File: config.mk
export PLATFORM = sky130hd
export DESIGN_NAME = arbitrated_memory_interface_flat
export DESIGN_NICKNAME = d
export VERILOG_FILES = /design/src/rtl/arbitrated_memory_interface_if.sv /design/src/rtl/arbitrated_memory_interface.sv /design/src/flat_wrapper.sv
export SDC_FILE = /design/constraint.sdc
export NUM_CORES = 1
export LEC_CHECK = 0
export CORE_AREA = 4 4 259 261
export CTS_BUF_LIST = sky130_fd_sc_hd__clkbuf_8
export DETAILED_ROUTE_END_ITERATION = 10
export DIE_AREA = 0 0 263 265
export PLACE_DENSITY_LB_ADDON = 0.25
export SYNTH_ARGS = -nofsm -noshare
export SYNTH_HDL_FRONTEND = slang
export SYNTH_SLANG_ARGS = --single-unit
File: constraint.sdc
create_clock -name clock -period 8.4 [get_ports clock]
set_input_delay 2.1 -clock clock [delete_from_list [all_inputs] [get_ports clock]]
set_output_delay 2.1 -clock clock [all_outputs]
set_load 0.01 [all_outputs]
File: src/rtl/arbitrated_memory_interface_if.sv
// ============================================================================
// Module      : arbitrated_memory_interface_if
// Description : Cache-port and main-memory bus bundle for the arbitrated
//               memory interface.
// Revision    : 1.0 - initial release
// ============================================================================
`default_nettype none

interface arbitrated_memory_interface_if #(
    parameter int OFFSET_BITS   = 2,
    parameter int DATA_WIDTH    = 32,
    parameter int ADDRESS_WIDTH = 32,
    parameter int MSG_BITS      = 4,
    parameter int NUM_PORTS     = 2
);
    localparam int BUS_WIDTH = DATA_WIDTH * (1 << OFFSET_BITS);

    logic [NUM_PORTS*MSG_BITS-1:0]      cache2interface_msg;
    logic [NUM_PORTS*ADDRESS_WIDTH-1:0] cache2interface_address;
    logic [NUM_PORTS*BUS_WIDTH-1:0]     cache2interface_data;
    logic [NUM_PORTS*MSG_BITS-1:0]      interface2cache_msg;
    logic [NUM_PORTS*ADDRESS_WIDTH-1:0] interface2cache_address;
    logic [BUS_WIDTH-1:0]               interface2cache_data;
    logic [MSG_BITS-1:0]                mem2interface_msg;
    logic [ADDRESS_WIDTH-1:0]           mem2interface_address;
    logic [DATA_WIDTH-1:0]              mem2interface_data;
    logic [MSG_BITS-1:0]                interface2mem_msg;
    logic [ADDRESS_WIDTH-1:0]           interface2mem_address;
    logic [DATA_WIDTH-1:0]              interface2mem_data;
    logic                               busy;

    modport slave (
        input  cache2interface_msg, cache2interface_address, cache2interface_data,
        input  mem2interface_msg, mem2interface_address, mem2interface_data,
        output interface2cache_msg, interface2cache_address, interface2cache_data,
        output interface2mem_msg, interface2mem_address, interface2mem_data,
        output busy
    );

    modport master (
        output cache2interface_msg, cache2interface_address, cache2interface_data,
        output mem2interface_msg, mem2interface_address, mem2interface_data,
        input  interface2cache_msg, interface2cache_address, interface2cache_data,
        input  interface2mem_msg, interface2mem_address, interface2mem_data,
        input  busy
    );
endinterface

`default_nettype wire

File: src/rtl/arbitrated_memory_interface.sv
// ============================================================================
// Module      : arbitrated_memory_interface
// Description : Round-robin arbiter that serialises cache-line reads and
//               writebacks from NUM_PORTS cache ports into word transactions
//               on main memory. Optional MMI_CRITICAL_WORD_FIRST_EN starts
//               reads at the requested word and wraps within the line.
// Revision    : 1.0 - initial release
// ============================================================================
`default_nettype none

module arbitrated_memory_interface #(
    parameter int OFFSET_BITS   = 2,
    parameter int DATA_WIDTH    = 32,
    parameter int ADDRESS_WIDTH = 32,
    parameter int MSG_BITS      = 4,
    parameter int NUM_PORTS     = 2,
    parameter logic [MSG_BITS-1:0] NO_REQ   = 4'd0,
    parameter logic [MSG_BITS-1:0] WB_REQ   = 4'd1,
    parameter logic [MSG_BITS-1:0] R_REQ    = 4'd2,
    parameter logic [MSG_BITS-1:0] FLUSH    = 4'd3,
    parameter logic [MSG_BITS-1:0] MEM_RESP = 4'd4
) (
    input wire logic                    clock,
    input wire logic                    reset,
    arbitrated_memory_interface_if.slave bus
);
    localparam int WORDS_PER_LINE = 1 << OFFSET_BITS;
    localparam int BUS_WIDTH      = DATA_WIDTH * WORDS_PER_LINE;
    localparam int PORT_BITS      = (NUM_PORTS > 1) ? $clog2(NUM_PORTS) : 1;
    localparam logic [PORT_BITS-1:0]   LAST_PORT = PORT_BITS'(NUM_PORTS - 1);
    localparam logic [OFFSET_BITS:0]   LAST_WORD = (OFFSET_BITS + 1)'(WORDS_PER_LINE - 1);

    typedef enum logic [1:0] {
        IDLE         = 2'd0,
        READ_MEMORY  = 2'd1,
        WRITE_MEMORY = 2'd2,
        RESPOND      = 2'd3
    } state_t;

    state_t                             r_state;
    logic [PORT_BITS-1:0]               r_last_grant;
    logic [PORT_BITS-1:0]               r_grant;
    logic [ADDRESS_WIDTH-1:0]           r_req_addr;
    logic [BUS_WIDTH-1:0]               r_line;
    logic [OFFSET_BITS:0]               r_count;
    logic [OFFSET_BITS-1:0]             r_offset;
    logic [NUM_PORTS*MSG_BITS-1:0]      r_cache_msg;
    logic [NUM_PORTS*ADDRESS_WIDTH-1:0] r_cache_addr;
    logic [MSG_BITS-1:0]                r_mem_msg;
    logic [ADDRESS_WIDTH-1:0]           r_mem_addr;
    logic [DATA_WIDTH-1:0]              r_mem_data;
    logic                               r_busy;

    logic                               w_found;
    logic [PORT_BITS-1:0]               w_sel;
    logic [MSG_BITS-1:0]                w_sel_msg;
    logic [ADDRESS_WIDTH-1:0]           w_sel_addr;
    logic [BUS_WIDTH-1:0]               w_sel_line;
    logic [OFFSET_BITS-1:0]             w_read_start;
    logic [OFFSET_BITS-1:0]             w_slot;
    logic [OFFSET_BITS-1:0]             w_next_slot;
    logic                               w_last;

    function automatic logic is_request(input logic [MSG_BITS-1:0] msg);
        return (msg == R_REQ) || (msg == WB_REQ) || (msg == FLUSH);
    endfunction

    // Scan starts one past the previous winner so every port is reached within NUM_PORTS grants.
    always_comb begin
        w_found = 1'b0;
        w_sel   = r_last_grant;
        for (int i = 1; i <= NUM_PORTS; i++) begin
            if (!w_found && is_request(bus.cache2interface_msg[((int'(r_last_grant) + i) % NUM_PORTS)*MSG_BITS +: MSG_BITS])) begin
                w_found = 1'b1;
                w_sel   = PORT_BITS'((int'(r_last_grant) + i) % NUM_PORTS);
            end
        end
    end

    assign w_sel_msg  = bus.cache2interface_msg[int'(w_sel)*MSG_BITS +: MSG_BITS];
    assign w_sel_addr = bus.cache2interface_address[int'(w_sel)*ADDRESS_WIDTH +: ADDRESS_WIDTH];
    assign w_sel_line = bus.cache2interface_data[int'(w_sel)*BUS_WIDTH +: BUS_WIDTH];

`ifdef MMI_CRITICAL_WORD_FIRST_EN
    assign w_read_start = w_sel_addr[OFFSET_BITS-1:0];
`else
    assign w_read_start = '0;
`endif

    // Slot index wraps naturally in OFFSET_BITS, giving the modulo-line walk.
    assign w_slot      = r_offset + r_count[OFFSET_BITS-1:0];
    assign w_next_slot = w_slot + OFFSET_BITS'(1);
    assign w_last      = (r_count == LAST_WORD);

    always_ff @(posedge clock) begin
        if (reset) begin
            r_state      <= IDLE;
            r_last_grant <= LAST_PORT;
            r_grant      <= '0;
            r_req_addr   <= '0;
            r_line       <= '0;
            r_count      <= '0;
            r_offset     <= '0;
            r_cache_msg  <= {NUM_PORTS{NO_REQ}};
            r_cache_addr <= '0;
            r_mem_msg    <= NO_REQ;
            r_mem_addr   <= '0;
            r_mem_data   <= '0;
            r_busy       <= 1'b0;
        end else begin
            case (r_state)
                IDLE: begin
                    if (w_found) begin
                        r_grant      <= w_sel;
                        r_last_grant <= w_sel;
                        r_req_addr   <= w_sel_addr;
                        r_count      <= '0;
                        r_busy       <= 1'b1;
                        if (w_sel_msg == R_REQ) begin
                            r_state    <= READ_MEMORY;
                            r_offset   <= w_read_start;
                            r_mem_msg  <= R_REQ;
                            r_mem_addr <= {w_sel_addr[ADDRESS_WIDTH-1:OFFSET_BITS], w_read_start};
                            r_mem_data <= '0;
                        end else begin
                            r_state    <= WRITE_MEMORY;
                            r_line     <= w_sel_line;
                            r_offset   <= '0;
                            r_mem_msg  <= WB_REQ;
                            r_mem_addr <= {w_sel_addr[ADDRESS_WIDTH-1:OFFSET_BITS], {OFFSET_BITS{1'b0}}};
                            r_mem_data <= w_sel_line[DATA_WIDTH-1:0];
                        end
                    end
                end
                READ_MEMORY: begin
                    if (bus.mem2interface_msg == MEM_RESP) begin
                        r_line[int'(w_slot)*DATA_WIDTH +: DATA_WIDTH] <= bus.mem2interface_data;
                        r_count <= r_count + (OFFSET_BITS + 1)'(1);
                        if (w_last) begin
                            r_state    <= RESPOND;
                            r_mem_msg  <= NO_REQ;
                            r_mem_addr <= '0;
                            r_mem_data <= '0;
                            r_cache_msg[int'(r_grant)*MSG_BITS +: MSG_BITS]           <= MEM_RESP;
                            r_cache_addr[int'(r_grant)*ADDRESS_WIDTH +: ADDRESS_WIDTH] <= r_req_addr;
                        end else begin
                            r_mem_addr <= {r_req_addr[ADDRESS_WIDTH-1:OFFSET_BITS], w_next_slot};
                        end
                    end
                end
                WRITE_MEMORY: begin
                    if (bus.mem2interface_msg == MEM_RESP) begin
                        r_count <= r_count + (OFFSET_BITS + 1)'(1);
                        if (w_last) begin
                            r_state    <= RESPOND;
                            r_mem_msg  <= NO_REQ;
                            r_mem_addr <= '0;
                            r_mem_data <= '0;
                            r_cache_msg[int'(r_grant)*MSG_BITS +: MSG_BITS]           <= MEM_RESP;
                            r_cache_addr[int'(r_grant)*ADDRESS_WIDTH +: ADDRESS_WIDTH] <= r_req_addr;
                        end else begin
                            r_mem_addr <= {r_req_addr[ADDRESS_WIDTH-1:OFFSET_BITS], w_next_slot};
                            r_mem_data <= r_line[int'(w_next_slot)*DATA_WIDTH +: DATA_WIDTH];
                        end
                    end
                end
                RESPOND: begin
                    r_state      <= IDLE;
                    r_busy       <= 1'b0;
                    r_cache_msg  <= {NUM_PORTS{NO_REQ}};
                    r_cache_addr <= '0;
                end
                default: r_state <= IDLE;
            endcase
        end
    end

    assign bus.interface2cache_msg     = r_cache_msg;
    assign bus.interface2cache_address = r_cache_addr;
    assign bus.interface2cache_data    = r_line;
    assign bus.interface2mem_msg       = r_mem_msg;
    assign bus.interface2mem_address   = r_mem_addr;
    assign bus.interface2mem_data      = r_mem_data;
    assign bus.busy                    = r_busy;

endmodule

`default_nettype wire
File: src/flat_wrapper.sv
// flat-port wrapper written by rule: the top's interface ports become plain ports
module arbitrated_memory_interface_flat 
#(
    parameter int OFFSET_BITS   = 2,
    parameter int DATA_WIDTH    = 32,
    parameter int ADDRESS_WIDTH = 32,
    parameter int MSG_BITS      = 4,
    parameter int NUM_PORTS     = 2,
    parameter logic [MSG_BITS-1:0] NO_REQ   = 4'd0,
    parameter logic [MSG_BITS-1:0] WB_REQ   = 4'd1,
    parameter logic [MSG_BITS-1:0] R_REQ    = 4'd2,
    parameter logic [MSG_BITS-1:0] FLUSH    = 4'd3,
    parameter logic [MSG_BITS-1:0] MEM_RESP = 4'd4
)
  (clock, reset, bus_cache2interface_msg, bus_cache2interface_address, bus_cache2interface_data, bus_mem2interface_msg, bus_mem2interface_address, bus_mem2interface_data, bus_interface2cache_msg, bus_interface2cache_address, bus_interface2cache_data, bus_interface2mem_msg, bus_interface2mem_address, bus_interface2mem_data, bus_busy);
  arbitrated_memory_interface_if #(.OFFSET_BITS(OFFSET_BITS), .DATA_WIDTH(DATA_WIDTH), .ADDRESS_WIDTH(ADDRESS_WIDTH), .MSG_BITS(MSG_BITS), .NUM_PORTS(NUM_PORTS)) bus_i ();
  input wire logic clock;
  input wire logic reset;
  input wire logic [$bits(bus_i.cache2interface_msg)-1:0] bus_cache2interface_msg;
  input wire logic [$bits(bus_i.cache2interface_address)-1:0] bus_cache2interface_address;
  input wire logic [$bits(bus_i.cache2interface_data)-1:0] bus_cache2interface_data;
  input wire logic [$bits(bus_i.mem2interface_msg)-1:0] bus_mem2interface_msg;
  input wire logic [$bits(bus_i.mem2interface_address)-1:0] bus_mem2interface_address;
  input wire logic [$bits(bus_i.mem2interface_data)-1:0] bus_mem2interface_data;
  output wire logic [$bits(bus_i.interface2cache_msg)-1:0] bus_interface2cache_msg;
  output wire logic [$bits(bus_i.interface2cache_address)-1:0] bus_interface2cache_address;
  output wire logic [$bits(bus_i.interface2cache_data)-1:0] bus_interface2cache_data;
  output wire logic [$bits(bus_i.interface2mem_msg)-1:0] bus_interface2mem_msg;
  output wire logic [$bits(bus_i.interface2mem_address)-1:0] bus_interface2mem_address;
  output wire logic [$bits(bus_i.interface2mem_data)-1:0] bus_interface2mem_data;
  output wire logic [$bits(bus_i.busy)-1:0] bus_busy;
  assign bus_i.cache2interface_msg = bus_cache2interface_msg;
  assign bus_i.cache2interface_address = bus_cache2interface_address;
  assign bus_i.cache2interface_data = bus_cache2interface_data;
  assign bus_i.mem2interface_msg = bus_mem2interface_msg;
  assign bus_i.mem2interface_address = bus_mem2interface_address;
  assign bus_i.mem2interface_data = bus_mem2interface_data;
  assign bus_interface2cache_msg = bus_i.interface2cache_msg;
  assign bus_interface2cache_address = bus_i.interface2cache_address;
  assign bus_interface2cache_data = bus_i.interface2cache_data;
  assign bus_interface2mem_msg = bus_i.interface2mem_msg;
  assign bus_interface2mem_address = bus_i.interface2mem_address;
  assign bus_interface2mem_data = bus_i.interface2mem_data;
  assign bus_busy = bus_i.busy;
  arbitrated_memory_interface #(.OFFSET_BITS(OFFSET_BITS), .DATA_WIDTH(DATA_WIDTH), .ADDRESS_WIDTH(ADDRESS_WIDTH), .MSG_BITS(MSG_BITS), .NUM_PORTS(NUM_PORTS), .NO_REQ(NO_REQ), .WB_REQ(WB_REQ), .R_REQ(R_REQ), .FLUSH(FLUSH), .MEM_RESP(MEM_RESP)) u_core (.clock(clock), .reset(reset), .bus(bus_i));
endmodule
==> results by group <==
Route
  – Vias/cell: 5.66
  – Total Wirelength: about 95000 um
  – DRC: 0
  – DR vias: around 20000
  – Number of routed nets with antenna violations: 0
  – 1st-iter DRT viols: ~2000
  – Average wire per standard cell: about 27 um
  – DR pass1 iterations: 5

Timing
  – Fin. Hold Viols: 0
  – Period utilization: between 50 and 60%
  – Rel. slew slack: roughly 17%
  – Setup_tns: 0 ps
  – Worst-Margin Slew: ~1200 ps
  – Final Critical Period: ~4900 ps
  – Clock Skew: slightly above 40 ps
  – Final Setup Violations: 0
  – Max Slew Vio Count: 0
  – Max Fclk: 205 MHz
  – RSZ-0062 raised after global routing: no

Final layout
  – Proportion of layout cells with a drive suffix above 1: around 7.5%
  – Area of the multi-input gates: 10900 um^2
  – Design area: about 26000 um^2
  – Nets: about 3000
  – Filler cells: approximately 6400
  – Reg area: about 6000 um^2
  – Post-route non-filler standard cell count: ~3500
  – Area Overhead vs Synth: 44.5%

Clock network
  – Worst-path clk slew: roughly 60 ps
  – Clk buf depth: 3
  – Clock root cell: clkbuf_8
  – Resized Gates After CTS: 0
  – Clock sinks: 300
  – Setup Buffers After CTS: 0
  – Cts bufs inserted: 58
  – H-tree lvl count: 2
  – Hold Buf Count CTS: 0
  – Clock latency on the worst-skew pair: 680 ps
  – CTS tree: yes

Critical path
  – Crit start category: primary input
  – Crit path DAT: between 5000 and 6000 ps
  – Critical-path cell list: clkdlybuf4s50_1, or2_0, nand2_4, a21oi_4, buf_4, nor2_1, a311oi_1
  – Reg2reg path depth: 6
  – Slowest cell on crit path: a21oi_4
  – Worst path required time: between 8000 and 9000 ps
  – Crit Path Class: primary input to flip-flop
  – Slowest stage delay, CP: approximately 940 ps
  – CP Max Fanout: between 40 and 50
  – Worst Setup End Kind: flip-flop

GRT
  – Initial antenna violation count: 28
  – Met1 GRT Util: 34.0%
  – M2 GR Usage: between 40% and 50%
  – Tot GR Track Use: between 20% and 30%
  – Vias in the first global route: 19418
  – Largest net degree at the start of global routing: roughly 190
  – Grt peak-use layer: met2
  – M3 GR Usage: under 10%
  – First-pass GRT wire length: around 140000 um
  – Total global routing overflow: 0

Die
  – Initial core utilization: 27.5%
  – Die Y: approximately 270 um
  – Num rows: 93
  – # IOs: 667
  – Chip width: roughly 260 um
  – Die ar.: 69700 um^2
  – Core area: between 60000 and 70000 um^2

Run status
  – Status: complete, no violations

Synthesis
  – Mapped cell area: 17700 um^2
  – Post-synthesis cell count: 2111
  – Asr flop ratio synth: 0%
  – Synth unique cells: 52
  – Synth warn: 0
  – Main synth FF type: dfxtp_1
  – Post-synth EDFFs: 0
  – Flops & latches, synth: 300
  – Sequential share of the synthesized area: 33.9%
  – Avg Inst Size Synth: 8.38 um^2

Placement
  – RePlAce Congestion: approximately 0.94
  – Final HPWL DP: around 66000 um
  – Placed Cells: 3392
  – Port bufs: around 630
  – Dpl cell area: between 20000 and 25000 um^2

Worst hold path
  – Min-delay worst type: flip-flop to flip-flop
  – Hold path cells: 2

Power and ir drop
  – Pwr/cell area: 319 nW/um^2
  – Leakage power total: 9.90 nW
  – Worst IR Drop VDD: between 0.3 and 0.4 mV

Flow run
  – MaxCap Viol Count: 0
[per-layer routing]
layer  vias up  routed length [um]  share of wire, %
met1      9764               40400                42
met4        12                2690               2.8
met3       151                8890               9.3
met5         -                  83             0.087
met2      1074               43300                45
li1       8844                   -                 -
[Yosys cell counts, types with 32 or more instances]
cell	instances	area, um^2
clkbuf_1	180	676
a311oi_1	154	1350
a22oi_1	64	480
dfxtp_1	300	6010
a21oi_1	37	185
nand3_1	63	315
a21o_1	155	1160
o21ai_0	62	310
a2bb2oi_1	98	858
nor2_1	295	1110
nand2_1	270	1010
mux2i_1	166	1660
mux4_2	32	721
a211oi_1	63	473
[kinds of logic (layout without fill, tap and decap cells)]
group	after synthesis	after routing	synth area share, %
muxes	198	198	13.5
and+or+nand+nor	666	666	15.4
DFF	300	300	33.9
buffers and inverters	245	758	5.75
AOI/OAI and AO/OA	692	692	30.8
adders and majority gates	9	9	0.636
other	1	27	0.0212
[critical path: cells and delay by family]
family	cells	cell delay [ps]
AND/OR/NAND/NOR	3	1020
buffers and inverters	2	1020
AO/OA/AOI/OAI	2	1240
[per-stage QoR]
step                total power (W)  worst slack, ps  hold WS (ps)  util (%)
CTS                         0.00814             3610           453      39.6
global placement            0.00666             3020           447      38.0
global route                0.00859             3300           475      39.7
finish                      0.00816             3520           455      39.7
detailed placement          0.00672             2900           445      38.0
floorplan                   0.00460             4500           432         -
[report_power, final]
part	internal [W]	switching, W
sequential	0.00189	0.000480
combinational	0.00189	0.00250
clock	0.000695	0.000697
[path summary, 6_finish.rpt]
kind / from / to / slack [ps]
setup reg to reg: u_core.r_state[1]$_SDFFE_PP0P_ / u_core.bus.interface2mem_data[19]$_SDFFE_PP0P_ / 4400
hold / removal: u_core.bus.interface2mem_msg[1]$_SDFFE_PP0P_ / u_core.bus.interface2mem_msg[1]$_SDFFE_PP0P_ / 450
setup / recovery: bus_cache2interface_msg[0] / u_core.r_req_addr[23]$_SDFFE_PP0P_ / 3520
hold reg to reg: u_core.bus.interface2mem_msg[1]$_SDFFE_PP0P_ / u_core.bus.interface2mem_msg[1]$_SDFFE_PP0P_ / 450
[state kept, by name (all words and copies together), names as in the netlist]
name / count
u_core.bus.interface2cache_data: 128
u_core.bus.interface2mem_address: 32
u_core.bus.interface2cache_msg: 2
u_core.bus.interface2cache_address: 64
u_core.r_count: 3
u_core.r_grant: 1
u_core.r_req_addr: 32
u_core.r_state: 2
u_core.bus.interface2mem_msg: 2
u_core.bus.busy: 1
u_core.r_last_grant: 1
u_core.bus.interface2mem_data: 32
[area by class of cell]
| class | instances | share of cell area (%) |
|---|---|---|
| flip-flops and latches | 300 | 23.5 |
| well taps | 855 | 4.18 |
| diodes | 19 | 0.186 |
| repair buffers | 651 | 25.4 |
| multi-input cells | 1573 | 42.5 |
| clock buffers | 65 | 3.50 |
| inverters | 13 | 0.191 |
| clock inverters | 29 | 0.489 |
[cell usage in the layout (no fill, tap or decap), types with 3 or more instances in the layout]
master	n
nand2_1	268
a21o_1	155
a2bb2oi_1	98
diode_2	19
inv_1	36
clkbuf_8	65
clkinv_2	3
dfxtp_1	299
a211oi_4	5
mux2i_1	166
or2_2	6
o221ai_1	6
a21oi_1	35
nand4b_1	5
o21ai_0	61
mux4_2	32
clkdlybuf4s50_1	625
buf_12	3
buf_4	22
a31oi_1	5
a311oi_1	154
o211a_1	4
a22oi_1	64
a211oi_1	63
nand3_1	62
nor2b_1	3
nor2_1	293
o221a_2	31
ha_1	7
conb_1	8
Note: power is estimated with default switching activity, not from simulation.
